==> src/rtl/peripheral_spi.sv <==
// peripheral_spi: memory-mapped SPI master (mode 0, 8-bit, MSB first) on the J1 I/O bus.
module peripheral_spi #(
  parameter int unsigned DEFAULT_DIV = 11
) (
  input  logic        clk,
  input  logic        rst,
  input  logic [15:0] d_in,
  input  logic        cs,
  input  logic [3:0]  addr,
  input  logic        rd,
  input  logic        wr,
  output logic [15:0] d_out,
  output logic        spi_sclk,
  output logic        spi_mosi,
  input  logic        spi_miso,
  output logic        spi_cs_n
);

  localparam int unsigned DW = 16;
  localparam int unsigned BW = 8;
  localparam int unsigned PW = 4;

  localparam logic [3:0] A_TXDATA = 4'h0;
  localparam logic [3:0] A_RXDATA = 4'h2;
  localparam logic [3:0] A_STATUS = 4'h4;
  localparam logic [3:0] A_CTRL   = 4'h6;

  typedef enum logic {S_IDLE, S_ACTIVE} state_t;

  state_t          state;
  logic [BW-1:0]   div;
  logic [BW-1:0]   act_div;
  logic [BW-1:0]   hcnt;
  logic [BW-1:0]   sh;
  logic [BW-1:0]   rx_byte;
  logic [PW-1:0]   phase;
  logic            cap;
  logic            done;
  logic            overrun;

  logic            busy_c;
  logic            acc_wr_c;
  logic            acc_rd_c;
  logic [DW-1:0]   rd_data_c;
  logic            unused_d_in;

  // A simultaneous rd and wr is treated as a write only.
  assign busy_c      = (state == S_ACTIVE);
  assign acc_wr_c    = cs & wr;
  assign acc_rd_c    = cs & rd & ~wr;
  assign unused_d_in = ^d_in[15:8];

  // Read-data mux for the register map.
  always_comb begin
    rd_data_c = '0;
    case (addr)
      A_RXDATA: rd_data_c = {8'h00, rx_byte};
      A_STATUS: rd_data_c = {13'b0, overrun, done, busy_c};
      A_CTRL:   rd_data_c = {8'h00, div};
      default:  rd_data_c = '0;
    endcase
  end

  // Bus register access plus the IDLE/ACTIVE transfer engine; later assignments win.
  always_ff @(posedge clk) begin
    if (rst) begin
      state    <= S_IDLE;
      d_out    <= '0;
      div      <= BW'(DEFAULT_DIV);
      act_div  <= '0;
      hcnt     <= '0;
      sh       <= '0;
      rx_byte  <= '0;
      phase    <= '0;
      cap      <= 1'b0;
      done     <= 1'b0;
      overrun  <= 1'b0;
      spi_sclk <= 1'b0;
      spi_mosi <= 1'b0;
      spi_cs_n <= 1'b1;
    end else begin
      if (acc_rd_c) begin
        d_out <= rd_data_c;
        if (addr == A_RXDATA) done <= 1'b0;
      end

      if (acc_wr_c) begin
        case (addr)
          A_STATUS: begin
            if (d_in[2]) overrun <= 1'b0;
            if (d_in[1]) done    <= 1'b0;
          end
          A_CTRL:  div <= d_in[7:0];
          default: ;
        endcase
      end

      case (state)
        S_IDLE: begin
          if (acc_wr_c && addr == A_TXDATA) begin
            state    <= S_ACTIVE;
            sh       <= d_in[7:0];
            spi_mosi <= d_in[7];
            spi_cs_n <= 1'b0;
            act_div  <= div;
            hcnt     <= '0;
            phase    <= '0;
          end
        end
        S_ACTIVE: begin
          if (acc_wr_c && addr == A_TXDATA) overrun <= 1'b1;
          if (hcnt == act_div) begin
            hcnt  <= '0;
            phase <= phase + PW'(1);
            if (!phase[0]) begin
              // Rising SCLK: capture slave data.
              spi_sclk <= 1'b1;
              cap      <= spi_miso;
            end else begin
              // Falling SCLK: shift and present the next bit.
              spi_sclk <= 1'b0;
              sh       <= {sh[6:0], cap};
              if (phase == 4'hF) begin
                state    <= S_IDLE;
                rx_byte  <= {sh[6:0], cap};
                done     <= 1'b1;
                spi_cs_n <= 1'b1;
              end else begin
                spi_mosi <= sh[6];
              end
            end
          end else begin
            hcnt <= hcnt + BW'(1);
          end
        end
        default: state <= S_IDLE;
      endcase
    end
  end

endmodule

==> config.mk <==
export PLATFORM = sky130hd
export DESIGN_NAME = peripheral_spi
export DESIGN_NICKNAME = d
export VERILOG_FILES = /design/src/rtl/peripheral_spi.sv
export SDC_FILE = /design/constraint.sdc
export NUM_CORES = 1
export LEC_CHECK = 0
export ABC_CLOCK_PERIOD_IN_PS = 2600
export CORE_UTILIZATION = 35
export CTS_BUF_LIST = sky130_fd_sc_hd__clkbuf_4
export CTS_CLUSTER_SIZE = 30
export DETAILED_ROUTE_END_ITERATION = 6
export PLACE_DENSITY = 0.57
export RECOVER_POWER = 50
export SYNTH_ARGS = -nofsm -noshare
export SYNTH_HDL_FRONTEND = slang
export SYNTH_SLANG_ARGS = --single-unit
export TNS_END_PERCENT = 50
==> constraint.sdc <==
create_clock -name clk -period 2.6 [get_ports clk]
set_input_delay 0.52 -clock clk [delete_from_list [all_inputs] [get_ports clk]]
set_output_delay 0.52 -clock clk [all_outputs]
set_load 0.02 [all_outputs]
==> results.ini <==
[timing]
slew_violations = 0
worstMarginPinSlew_ps = 836
slew_headroom_pct = 43.9
finalSetupTns_ps = 0
setup_viol = 0
min_period_ps = 2280
finalCritPeriodShare_pct = 87.5
fmax_mhz = 439
rsz0062_at_grt = false
final_hold_viol_count = 0
clock_skew_ps = 8.59

[global_routing]
grt_pass1_vias = 2217
antenna_found_initial = 0
grtUsageTotal_pct = 17.4
overflow = 0
grt_pass1_wl_um = 11300
grt_max_degree = 27

[detailed_routing]
routed_wl_um = 6900
postRouteAntennaNets = 0
drt_iter0_drc = 127
drc_errors = 0
vias = 2433
drt_pre_antenna_iters = 4
viasPerCell = 5.32
drt-wirelength-per-cell_um = 15.1

[synth]
ys_seq_area_share_pct = 40.6
yosys.area_share.simple_pct = 20.9
ys_types = 55
synth_flop_cell = dfxtp_1
synth_area_um2 = 2860
synthMuxAreaShare_pct = 7.79
synth_compound_area_share_pct = 20.7
netlist_instances = 318
avgSynthCellArea_um2 = 8.99
synthArstFlopShare_pct = 0
ys_warn_count = 0
synth_fa_ha_area_share_pct = 0.875
synthXorXnorAreaFrac_pct = 2.76
synth_top_family_by_area = simple AND/OR/NAND/NOR gates
synth_edf_count = 0
ys_ff_latch = 58

[setup_path]
cp_data_required_time_ps = 2890
rr_worst_depth = 4
end_kind = register
rrSetupSlack_ps = 630
cp_max_fo = 14
cp.arrival_ps = 2570
endpoint = phase[2]$_SDFFE_PP0P_
crit_type = in -> reg
timing.rr.end = busy_c$_SDFF_PP0_
startpoint = addr[3]
timing.rr.start = hcnt[0]$_SDFFE_PP0P_
worst_setup_path_start_kind = input pin

[clock_network]
cts_tree = done
htree_levels = 3
cts_resized = 0
cts_setup_buffers = 0
cts_root_buffer = clkbuf_4
clk_pin_slew_ps = 100
clk_path_buf_depth = 2
hold_buffers = 0
insertion_delay_ps = 410
cts.sinks = 58
numCtsBuffers = 9

[power]
vdd_drop_max_v = 0.000536
leakage_nw = 1.28
power_density_nw_per_um2 = 564
power.total_mw = 1.89

[floorplanning]
dieArea_um2 = 8530
start_util_pct = 36.6
io_pins = 45
die_y_um = 92.4
fp.coreArea_um2 = 7810
rows = 32
die_x_um = 92.4

[cells_and_area]
layout_commonest_cell = dfxtp_1
antenna_cells = 0
syn_to_final_growth_pct = 17.5
final_util_pct = 43.0
final_cell_area_um2 = 3360
fin_nets = 378
final_cell_mix = dfxtp_1 (58), nor2_1 (43), nand2_1 (35)
drive_above_1_share_pct = 11.8

[place]
gp_congestion = 0.749
place.port_buffers = 28
dp_hpwl_um = 5010
placed_area_um2 = 3220

[hold_path]
min-delay-path-class = reg -> reg

[status]
outcome = finished clean

[run]
cap_violations = 0

==> registers in the layout (all words and copies together), names as in the netlist <==
name,count
sh,7
hcnt,8
d_out,8
rx_byte,8
overrun,1
act_div,8
phase,4
spi_sclk,1
busy_c,1
spi_cs_n,1
cap,1
div,8
spi_mosi,1
done,1
==> worst min path at each step <==
| stage | cells past startpoint | startpoint | end | slack (ps) |
|---|---|---|---|---|
| floorplan | 2 | done$_SDFF_PP0_ | done$_SDFF_PP0_ | 430 |
| detailed placement | 2 | done$_SDFF_PP0_ | done$_SDFF_PP0_ | 450 |
| finish | 2 | done$_SDFF_PP0_ | done$_SDFF_PP0_ | 460 |
| global placement | 2 | done$_SDFF_PP0_ | done$_SDFF_PP0_ | 450 |
| global route | 2 | div[5]$_SDFFE_PP0P_ | act_div[5]$_SDFFE_PP0P_ | 480 |
| CTS | 2 | done$_SDFF_PP0_ | done$_SDFF_PP0_ | 460 |
==> area by class of cell <==
| cell class | count | area (µm²) |
|---|---|---|
| fill | 791 | 4450 |
| multi-input combinational | 236 | 1510 |
| sequential | 58 | 1160 |
| timing repair buffer | 40 | 365 |
| tap | 102 | 128 |
| clock inverter | 6 | 105 |
| clock buffer | 10 | 75.1 |
| inverter | 5 | 18.8 |
==> critical path: stages <==
cell and delay (ps):
clkdlybuf4s50_1 470, nor3_1 580, and2_4 360, nor3_1 170
o311ai_0 340, o41ai_1 120
==> synth_stat cells, types with 4 or more instances <==
| master | number | area share [%] |
|---|---|---|
| nor3_1 | 6 | 1.1 |
| dfxtp_1 | 58 | 41 |
| and3_1 | 4 | 0.88 |
| inv_1 | 4 | 0.53 |
| xnor2_1 | 9 | 2.8 |
| nand4_1 | 4 | 0.88 |
| a21oi_1 | 14 | 2.5 |
| clkbuf_1 | 8 | 1.1 |
| mux2i_1 | 20 | 7.0 |
| a211oi_1 | 10 | 2.6 |
| a211o_1 | 6 | 1.8 |
| o311ai_0 | 4 | 1.2 |
| buf_4 | 12 | 3.2 |
| o21ai_0 | 6 | 1.1 |
| nand3_1 | 10 | 1.8 |
| o211a_1 | 5 | 1.8 |
| nor2_1 | 41 | 5.4 |
| nand2_1 | 35 | 4.6 |
| a221oi_2 | 5 | 2.6 |
| a22oi_1 | 9 | 2.4 |
==> cell families after synthesis <==
logic type	count (synthesis)
buf+inv	31
xor+xnor	9
other cells	1
mux	22
fa+ha+maj	2
flops	58
simple gates	120
compound gates	75
==> per-layer routing <==
metal	wire length [µm]	GRT usage [%]	vias to the layer above	part of all wire [%]
met5	0	0	-	0
met4	108	6.38	0	1.6
met3	374	5.67	8	5.4
met2	3090	24.8	54	45
met1	3320	24.1	1149	48
li1	-	-	1222	-
==> report_power, final <==
part	total (mW)	switching, mW	leakage (nW)	internal [mW]
Clock	0.836	0.343	0.100	0.493
Combinational	0.150	0.0872	0.715	0.0628
Sequential	0.907	0.00731	0.469	0.899
==> per-stage QoR <==
| stage | setup WS [ps] | instances | hold slack (ps) |
|---|---|---|---|
| CTS | 606 | 457 | 464 |
| detailed placement | 227 | 441 | 451 |
| finish | 324 | 457 | 462 |
| global route | 211 | 457 | 481 |
| global placement | 257 | 441 | 449 |
| floorplan | 919 | 325 | 434 |
(Power assumes the default switching activity.)
